<file path="src/rtl/cpu_bus_bridge_if.sv">
// -----------------------------------------------------------------------------
// cpu_bus_bridge_if
//   CPU-side four-phase request/acknowledge bus between the cpu core (master)
//   and cpu_bus_bridge (slave). Signal names follow the bridge's point of view.
//
//   i_bus_clk         cpu -> bridge  request strobe (level, high = request)
//   i_bus_we          cpu -> bridge  1 = write
//   i_bus_addr        cpu -> bridge  address
//   i_bus_data        cpu -> bridge  write data
//   o_bus_data        bridge -> cpu  read data (holds last read)
//   o_bus_data_ready  bridge -> cpu  transaction complete
// -----------------------------------------------------------------------------
interface cpu_bus_bridge_if #(
  parameter int ADDR_W = 32,
  parameter int DATA_W = 32
);
  logic              i_bus_clk;
  logic              i_bus_we;
  logic [ADDR_W-1:0] i_bus_addr;
  logic [DATA_W-1:0] i_bus_data;
  logic [DATA_W-1:0] o_bus_data;
  logic              o_bus_data_ready;

  // cpu side
  modport master (
    output i_bus_clk, i_bus_we, i_bus_addr, i_bus_data,
    input  o_bus_data, o_bus_data_ready
  );

  // bridge side
  modport slave (
    input  i_bus_clk, i_bus_we, i_bus_addr, i_bus_data,
    output o_bus_data, o_bus_data_ready
  );
endinterface

</file>
<file path="src/rtl/cpu_bus_bridge.sv">
// -----------------------------------------------------------------------------
// cpu_bus_bridge
//   Accepts one four-phase cpu request at a time and routes it either to the
//   memory port (req held until a single-cycle ack) or to the 8-bit I/O
//   register window (fixed IO_WAIT+1 cycle select). Read data and the
//   completion flag go back to the cpu over the bus interface.
//
//   Optional feature macro: CPU_BUS_TIMEOUT_EN
//     defined   : a memory access without ack for TIMEOUT_CYCLES cycles is
//                 abandoned, reads return all-ones, sticky o_bus_err is set.
//     undefined : memory waits indefinitely, o_bus_err is tied low.
//
// Ports
//   i_clk, i_rst      clock, synchronous active-high reset
//   bus               cpu_bus_bridge_if.slave (cpu request / response)
//   o_mem_req/we/addr/wdata, i_mem_rdata, i_mem_ack   memory port
//   o_io_sel/we/addr/wdata, i_io_rdata                I/O register port
//   o_bus_err         sticky timeout error
// -----------------------------------------------------------------------------
module cpu_bus_bridge #(
  parameter int                ADDR_W         = 32,
  parameter int                DATA_W         = 32,
  parameter logic [ADDR_W-1:0] IO_BASE        = 32'h0000_FF00,
  parameter logic [ADDR_W-1:0] IO_MASK        = 32'hFFFF_FF00,
  parameter int                IO_WAIT        = 2,
  parameter int                TIMEOUT_CYCLES = 255
) (
  input  logic              i_clk,
  input  logic              i_rst,
  cpu_bus_bridge_if.slave   bus,
  output logic              o_mem_req,
  output logic              o_mem_we,
  output logic [ADDR_W-1:0] o_mem_addr,
  output logic [DATA_W-1:0] o_mem_wdata,
  input  logic [DATA_W-1:0] i_mem_rdata,
  input  logic              i_mem_ack,
  output logic              o_io_sel,
  output logic              o_io_we,
  output logic [7:0]        o_io_addr,
  output logic [7:0]        o_io_wdata,
  input  logic [7:0]        i_io_rdata,
  output logic              o_bus_err
);

  typedef enum logic [1:0] {
    ST_IDLE = 2'd0,
    ST_MEM  = 2'd1,
    ST_IO   = 2'd2,
    ST_ACK  = 2'd3
  } state_t;

  localparam logic [3:0] IO_WAIT_L = 4'(IO_WAIT);

  state_t            state_r;
  logic              we_r;
  logic [3:0]        wait_cnt_r;
  logic [DATA_W-1:0] bus_data_r;
  logic              ready_r;
  logic              io_hit_s;

`ifdef CPU_BUS_TIMEOUT_EN
  localparam int             TMO_W    = $clog2(TIMEOUT_CYCLES + 1);
  localparam logic [TMO_W-1:0] TMO_LAST = TMO_W'(TIMEOUT_CYCLES - 1);
  logic [TMO_W-1:0] tmo_cnt_r;
`else
  assign o_bus_err = 1'b0;
`endif

  assign io_hit_s             = ((bus.i_bus_addr & IO_MASK) == IO_BASE);
  assign bus.o_bus_data       = bus_data_r;
  assign bus.o_bus_data_ready = ready_r;

  // Transaction FSM; every output is a register updated here.
  always_ff @(posedge i_clk) begin
    if (i_rst) begin
      state_r     <= ST_IDLE;
      we_r        <= 1'b0;
      wait_cnt_r  <= 4'd0;
      bus_data_r  <= {DATA_W{1'b0}};
      ready_r     <= 1'b0;
      o_mem_req   <= 1'b0;
      o_mem_we    <= 1'b0;
      o_mem_addr  <= {ADDR_W{1'b0}};
      o_mem_wdata <= {DATA_W{1'b0}};
      o_io_sel    <= 1'b0;
      o_io_we     <= 1'b0;
      o_io_addr   <= 8'd0;
      o_io_wdata  <= 8'd0;
`ifdef CPU_BUS_TIMEOUT_EN
      tmo_cnt_r   <= {TMO_W{1'b0}};
      o_bus_err   <= 1'b0;
`endif
    end else begin
      case (state_r)
        ST_IDLE: begin
          if (bus.i_bus_clk) begin
            we_r <= bus.i_bus_we;
            if (io_hit_s) begin
              state_r    <= ST_IO;
              o_io_sel   <= 1'b1;
              o_io_addr  <= bus.i_bus_addr[7:0];
              o_io_wdata <= bus.i_bus_data[7:0];
              // With no wait states the first select cycle is also the last.
              o_io_we    <= bus.i_bus_we && (IO_WAIT_L == 4'd0);
              wait_cnt_r <= 4'd0;
            end else begin
              state_r     <= ST_MEM;
              o_mem_req   <= 1'b1;
              o_mem_we    <= bus.i_bus_we;
              o_mem_addr  <= bus.i_bus_addr;
              o_mem_wdata <= bus.i_bus_data;
`ifdef CPU_BUS_TIMEOUT_EN
              tmo_cnt_r   <= {TMO_W{1'b0}};
`endif
            end
          end else begin
            state_r <= ST_IDLE;
          end
        end

        ST_MEM: begin
          if (i_mem_ack) begin
            o_mem_req <= 1'b0;
            o_mem_we  <= 1'b0;
            if (!we_r) begin
              bus_data_r <= i_mem_rdata;
            end else begin
              bus_data_r <= bus_data_r;
            end
            ready_r <= 1'b1;
            state_r <= ST_ACK;
          end
`ifdef CPU_BUS_TIMEOUT_EN
          else if (tmo_cnt_r == TMO_LAST) begin
            // Ack never came: abandon the access and flag it permanently.
            o_mem_req <= 1'b0;
            o_mem_we  <= 1'b0;
            if (!we_r) begin
              bus_data_r <= {DATA_W{1'b1}};
            end else begin
              bus_data_r <= bus_data_r;
            end
            o_bus_err <= 1'b1;
            ready_r   <= 1'b1;
            state_r   <= ST_ACK;
          end else begin
            tmo_cnt_r <= tmo_cnt_r + {{(TMO_W-1){1'b0}}, 1'b1};
          end
`else
          else begin
            state_r <= ST_MEM;
          end
`endif
        end

        ST_IO: begin
          if (wait_cnt_r == IO_WAIT_L) begin
            o_io_sel <= 1'b0;
            o_io_we  <= 1'b0;
            if (!we_r) begin
              bus_data_r <= {{(DATA_W-8){1'b0}}, i_io_rdata};
            end else begin
              bus_data_r <= bus_data_r;
            end
            ready_r <= 1'b1;
            state_r <= ST_ACK;
          end else begin
            wait_cnt_r <= wait_cnt_r + 4'd1;
            // Write strobe rises one edge ahead so it covers the final cycle.
            o_io_we    <= we_r && ((wait_cnt_r + 4'd1) == IO_WAIT_L);
          end
        end

        ST_ACK: begin
          // Four-phase completion: hold ready until the cpu withdraws.
          if (!bus.i_bus_clk) begin
            ready_r <= 1'b0;
            state_r <= ST_IDLE;
          end else begin
            ready_r <= 1'b1;
          end
        end

        default: begin
          state_r   <= ST_IDLE;
          ready_r   <= 1'b0;
          o_mem_req <= 1'b0;
          o_mem_we  <= 1'b0;
          o_io_sel  <= 1'b0;
          o_io_we   <= 1'b0;
        end
      endcase
    end
  end

endmodule
</file>
<file path="src/flat_wrapper.sv">
// flat-port wrapper written by rule: the top's interface ports become plain ports
module cpu_bus_bridge_flat 
#(
  parameter int                ADDR_W         = 32,
  parameter int                DATA_W         = 32,
  parameter logic [ADDR_W-1:0] IO_BASE        = 32'h0000_FF00,
  parameter logic [ADDR_W-1:0] IO_MASK        = 32'hFFFF_FF00,
  parameter int                IO_WAIT        = 2,
  parameter int                TIMEOUT_CYCLES = 255
)
  (i_clk, i_rst, o_mem_req, o_mem_we, o_mem_addr, o_mem_wdata, i_mem_rdata, i_mem_ack, o_io_sel, o_io_we, o_io_addr, o_io_wdata, i_io_rdata, o_bus_err, bus_i_bus_clk, bus_i_bus_we, bus_i_bus_addr, bus_i_bus_data, bus_o_bus_data, bus_o_bus_data_ready);
  cpu_bus_bridge_if #(.ADDR_W(ADDR_W), .DATA_W(DATA_W)) bus_i ();
  input  logic i_clk;
  input  logic i_rst;
  output logic o_mem_req;
  output logic o_mem_we;
  output logic [ADDR_W-1:0] o_mem_addr;
  output logic [DATA_W-1:0] o_mem_wdata;
  input  logic [DATA_W-1:0] i_mem_rdata;
  input  logic i_mem_ack;
  output logic o_io_sel;
  output logic o_io_we;
  output logic [7:0] o_io_addr;
  output logic [7:0] o_io_wdata;
  input  logic [7:0] i_io_rdata;
  output logic o_bus_err;
  input wire logic [$bits(bus_i.i_bus_clk)-1:0] bus_i_bus_clk;
  input wire logic [$bits(bus_i.i_bus_we)-1:0] bus_i_bus_we;
  input wire logic [$bits(bus_i.i_bus_addr)-1:0] bus_i_bus_addr;
  input wire logic [$bits(bus_i.i_bus_data)-1:0] bus_i_bus_data;
  output wire logic [$bits(bus_i.o_bus_data)-1:0] bus_o_bus_data;
  output wire logic [$bits(bus_i.o_bus_data_ready)-1:0] bus_o_bus_data_ready;
  assign bus_i.i_bus_clk = bus_i_bus_clk;
  assign bus_i.i_bus_we = bus_i_bus_we;
  assign bus_i.i_bus_addr = bus_i_bus_addr;
  assign bus_i.i_bus_data = bus_i_bus_data;
  assign bus_o_bus_data = bus_i.o_bus_data;
  assign bus_o_bus_data_ready = bus_i.o_bus_data_ready;
  cpu_bus_bridge #(.ADDR_W(ADDR_W), .DATA_W(DATA_W), .IO_BASE(IO_BASE), .IO_MASK(IO_MASK), .IO_WAIT(IO_WAIT), .TIMEOUT_CYCLES(TIMEOUT_CYCLES)) u_core (.i_clk(i_clk), .i_rst(i_rst), .bus(bus_i), .o_mem_req(o_mem_req), .o_mem_we(o_mem_we), .o_mem_addr(o_mem_addr), .o_mem_wdata(o_mem_wdata), .i_mem_rdata(i_mem_rdata), .i_mem_ack(i_mem_ack), .o_io_sel(o_io_sel), .o_io_we(o_io_we), .o_io_addr(o_io_addr), .o_io_wdata(o_io_wdata), .i_io_rdata(i_io_rdata), .o_bus_err(o_bus_err));
endmodule
</file>
<file path="config.mk">
export PLATFORM = sky130hd
export DESIGN_NAME = cpu_bus_bridge_flat
export DESIGN_NICKNAME = d
export VERILOG_FILES = /design/src/rtl/cpu_bus_bridge_if.sv /design/src/rtl/cpu_bus_bridge.sv /design/src/flat_wrapper.sv
export SDC_FILE = /design/constraint.sdc
export NUM_CORES = 1
export LEC_CHECK = 0
export BUFFER_PORTS_ARGS = -buffer_cell sky130_fd_sc_hd__buf_2
export CAP_MARGIN = 20
export CORE_ASPECT_RATIO = 1.2
export CORE_MARGIN = 3
export CORE_UTILIZATION = 50
export DETAILED_ROUTE_END_ITERATION = 16
export PLACE_DENSITY = 0.94
export SYNTH_ARGS = -nofsm -noshare
export SYNTH_HDL_FRONTEND = slang
export SYNTH_SLANG_ARGS = --single-unit
</file>
<file path="constraint.sdc">
create_clock -name i_clk -period 2.9 [get_ports i_clk]
set_input_delay 0.145 -clock i_clk [delete_from_list [all_inputs] [get_ports i_clk]]
set_output_delay 0.145 -clock i_clk [all_outputs]
set_load 0.02 [all_outputs]
</file>
After elaboration in Yosys (flattened, before gate mapping)
Index checks and enable logic that the tools add are counted.
{ "word_totals": {"regBits": 124, "inputBits": 109} }
{ "op_classes": {"n_addsub": 1, "n_eq_ne": 15, "n_mux": 34, "bitwise_logic": 1, "reduce_logical": 16} }
{ "op_table": {"columns": ["operator", "count"], "rows": [
  ["two-way mux 32 bit", 4],
  ["case mux 32 bit (2 select lines)", 1],
  ["equality test 24 x 8 -> 1 bit (second input constant)", 1],
  ["two-way mux 1 bit", 14],
  ["!= test 2 bit (second input constant)", 7],
  ["two-way mux 4 bit", 3],
  ["AND reduction 3 bit", 4],
  ["AND reduction 4 bit", 3],
  ["two-way mux 2 bit", 5],
  ["equality test 4 x 2 -> 1 bit (second input constant)", 2],
  ["case mux 1 bit (2 select lines)", 4],
  ["case mux 2 bit (4 select lines)", 1],
  ["case mux 4 bit (2 select lines)", 1],
  ["nonzero test 2 bit", 3],
  ["AND reduction 5 bit", 1],
  ["adder 4 x 1 -> 4 bit (second input constant)", 1],
  ["equality test 2 bit (second input constant)", 2],
  ["!= test 2 x 1 -> 1 bit (second input constant)", 2],
  ["AND reduction 2 bit", 2],
  ["case mux 1 bit (3 select lines)", 1],
  ["nonzero test 3 bit", 1],
  ["equality test 2 x 1 -> 1 bit (second input constant)", 1],
  ["zero test 2 bit", 1],
  ["logical AND 1 bit", 1],
  ["inverter 1 bit", 1]
]} }

Depth between registers and ports, before layout
{ "logic_depth": {"depth_word": 5, "depth_mapped": 10} }

Least setup slack after synthesis
OpenSTA, ideal clock, no wires.
{ "synth_path": {"path_type": "register to register", "start": "register u_core.state_r[0]", "end": "register u_core.bus_data_r[10], in the netlist u_core.bus.o_bus_data[10]", "setup_ns": 0.128, "arrival_time_ns": 1.748, "t_required_ns": 2.772, "path_slack_ns": 1.025, "stages_incl_launch_ff": 10, "n_path_buf": 3, "period_less_slack_ns": 1.875, "path_cell_list": "dfxtp_1 inv_1 ha_1 clkbuf_1 nor2b_2 or3_1 buf_2 buf_6 a22oi_2 nor2_1"} }
{ "synth_via": {"elab_chain_cells": 3, "word_cells_on_any_way": 9, "cone_classes": "eq/ne: 6; mux: 1; reduce/logical: 2"} }
{ "synth_rtl": {"columns": ["item", "line", "rtl"], "rows": [
  ["from (decl)", "cpu_bus_bridge.sv:54", "state_t state_r;"],
  ["from (signal assigned)", "cpu_bus_bridge.sv:76", "state_r <= ST_IDLE;"],
  ["from (signal assigned)", "cpu_bus_bridge.sv:99", "state_r <= ST_IO;"],
  ["from (signal assigned)", "cpu_bus_bridge.sv:107", "state_r <= ST_MEM;"],
  ["equality test 2 bit / equality test 2 x 1 -> 1 bit (equally long branches)", "cpu_bus_bridge.sv:94", "case (state_r)"],
  ["!= test 2 bit (no source line) (tied with other cells)", null, null],
  ["AND reduction 5 bit (no source line)", null, null],
  ["to (signal assigned)", "cpu_bus_bridge.sv:79", "bus_data_r <= {DATA_W{1'b0}};"],
  ["to (signal assigned)", "cpu_bus_bridge.sv:126", "bus_data_r <= i_mem_rdata;"],
  ["to (signal assigned)", "cpu_bus_bridge.sv:128", "bus_data_r <= bus_data_r;"],
  ["to (decl)", "cpu_bus_bridge.sv:57", "logic [DATA_W-1:0] bus_data_r;"]
]} }
Parallel ways exist; a longest one is shown, timed or not.
A chain may end at the register's enable or synchronous reset.

Worst setup path after layout
{ "layout_path": {"start": "register u_core.state_r[0]", "end": "register u_core.bus_data_r[15], in the netlist u_core.bus.o_bus_data[15]"} }
Same word-level chain as after synthesis.

==> run metrics <==
fillers=571; # resized after CTS=0; ys async rst share=0%; startpoint types=flop; Worst path max stage delay=0.62 ns; utilization after layout=77.59%; most frequent cell after synthesis=nand2_1; Synth warnings=0; via count=5187; final hold violations=0; Ports=227; grt ovf=0; Rows=39; VDD IR max=0.7614 mV; fin. max-slew vios=0; core area=0.009564 mm2; drt wl/cell=17.12 um; clk_skew=0.009519 ns; antenna violations before repair=0; Power Density=959.3 mW/mm2; Final setup viols=0; Worst Setup End Kind=flop; largest net degree at the start of global routing=83; Vias/cell=5.331; hold_ws=0.005593 ns; first-pass GRT wire length=26210 um; Pleak=3.370 nW; hpwl dp=9528 um; worst slew pin tran=0.8375 ns; Max Fclk=429.7 MHz; post-synthesis cell type count=52; H-tree depth=4; RSZ-0062 raised after global routing=no; number of synthesized flops with an enable pin=0; # diodes=0; top cells by area, synth=dfxtp_1 50%, nand2_1 10%, a21oi_1 7.4%; number of global-route vias before repair=5301; CTS tree=built; Syn Area/Cell=8.937 um2; number of CTS-inserted buffers=17; Mapped Cells=552; Mapped Area=0.004933 mm2; worst path cell trace=inv_1, ha_1, nor2b_2, or3_1, buf_4, a22oi_1, nor2_1; clock latency at the later pin of the worst-skew pair=0.41 ns; die width=96.68 um; max-capacitance violation count=0; clock-pin slew on the worst setup and hold paths=0.05 ns; post-synthesis register bit count=124; Chip Height=114.8 um; HP Class=in2reg; register area share after synthesis=50.32%; Tcrit/Tclk final=80.25%; Initial Utilization=51.58%; drt first-iter violations=401; Root Driver=clkbuf_16; Post-synth top cells=137 x nand2_1, 124 x dfxtp_1, 73 x a21oi_1; Syn Nets=669; full die area=0.01110 mm2; CP required=3.24 ns; Setup CP Type=reg2reg; Detailed Routing Iterations Pass 1=4; post-synth top area share=50.32%; TNS Setup=0 ns; Routed Antenna Nets=0; Max Buffers Root-to-Sink=2; worst-path cell with the longest stage delay=ha_1; Port Buf Inserts=225; Final nets=955; dpl ws=0.6354 ns; Tmin final=2.327 ns; Routed WL=16650 um; final worst setup slack=0.5728 ns; GP Congestion=0.8854; clk sinks=124; Remaining DRCs=0; gr usage total=29.46%; Synth area leader=dfxtp_1; Final Power=7.119 mW; outcome=completed; Area Growth Syn to Fin=50.42%; Primary FF master, synth=dfxtp_1; layout cells sized above 1=34.35%; Data arrival, critical path=2.67 ns; Max FO, Critical Path=24; slew margin rel.=44.16%
[sequential cells by signal, indices dropped and copies added (netlist names)]
| name | flops |
|---|---|
| u_core.o_mem_addr | 32 |
| u_core.bus.o_bus_data_ready | 1 |
| u_core.o_mem_we | 1 |
| u_core.o_io_wdata | 8 |
| u_core.o_io_sel | 1 |
| u_core.o_io_we | 1 |
| u_core.we_r | 1 |
| u_core.bus.o_bus_data | 32 |
| u_core.o_io_addr | 8 |
| u_core.o_mem_req | 1 |
| u_core.state_r | 2 |
| u_core.wait_cnt_r | 4 |
| u_core.o_mem_wdata | 32 |
[worst max-delay path, delay by kind of cell, from the launching register on]
kind / cells / cell delay, ns
and+or+nand+nor: 3 / 0.71
adders and majority gates: 1 / 0.62
DFF: 1 / 0.32
buffers and inverters: 2 / 0.47
AOI/OAI and AO/OA: 1 / 0.13
[path summary, 6_finish.rpt]
path	slack (ns)	start	cells past startpoint	end
min	0.006	bus_i_bus_addr[18]	3	u_core.o_mem_addr[18]
min reg2reg	0.45	u_core.o_mem_addr[12]	2	u_core.o_mem_addr[12]
max	0.57	u_core.state_r[0]	7	u_core.bus.o_bus_data[15]
max reg2reg	0.57	u_core.state_r[0]	7	u_core.bus.o_bus_data[15]
[per-stage QoR]
stage	cells	instance area [um2]
global placement	865	6053
CTS	973	7421
global route	973	7421
floorplan	552	4933
detailed placement	865	6053
finish	973	7421
[area by class of cell]
type,count,area (um2),share of cell area (%)
multi-input combinational,380,2196,29.59
sequential,124,2482,33.45
inverter,8,30.03,0.4047
tap,123,153.9,2.074
clock buffer,22,484.2,6.525
clock inverter,9,112.6,1.517
timing repair buffer,307,1962,26.44
[placed cells by master (no fill, tap or decap), types with 8 or more instances in the layout]
cell and count:
nor2_1 53, ha_1 8, mux2i_1 25, a22oi_2 20
a211oi_1 10, a21oi_1 72, nand2_1 137, inv_1 8
clkbuf_16 17, dlygate4sd3_1 77, dfxtp_1 124, buf_2 224
[power by group]
part / switching [mW] / internal (mW) / leakage [nW] / total [mW]
registers: 0.232 / 2.09 / 1.01 / 2.32
logic: 1.71 / 0.977 / 2.08 / 2.68
clock network: 0.764 / 1.35 / 0.280 / 2.12
total: 2.70 / 4.42 / 3.37 / 7.12
[per-layer routing]
metal  track usage, %  vias up  share of wire (%)
met2            52.95      288                 52
met1            31.94     2403                 37
li1                 -     2431                  -
met4            14.42        0                3.9
met5                0        -                  0
met3            8.495       65                7.1
[cells by family (layout without fill, tap and decap cells)]
kind of cell	Yosys count	count (layout)	synth area share [%]
DFF	124	124	50.32
AOI/OAI and AO/OA	123	123	17.09
buffers and inverters	48	346	5.427
muxes	25	25	5.072
other	1	1	0.07601
adders and majority gates	8	8	2.029
and+or+nand+nor	221	221	19.63
xor gates and xnor gates	2	2	0.3551
[repair_timing]
| action | in CTS | in global routing |
|---|---|---|
| buffers inserted | 0 | 0 |
| hold buffers | 77 | 0 |
| endpoints found under the hold margin | 80 | 0 |
Note: power is estimated with default switching activity, not from simulation.
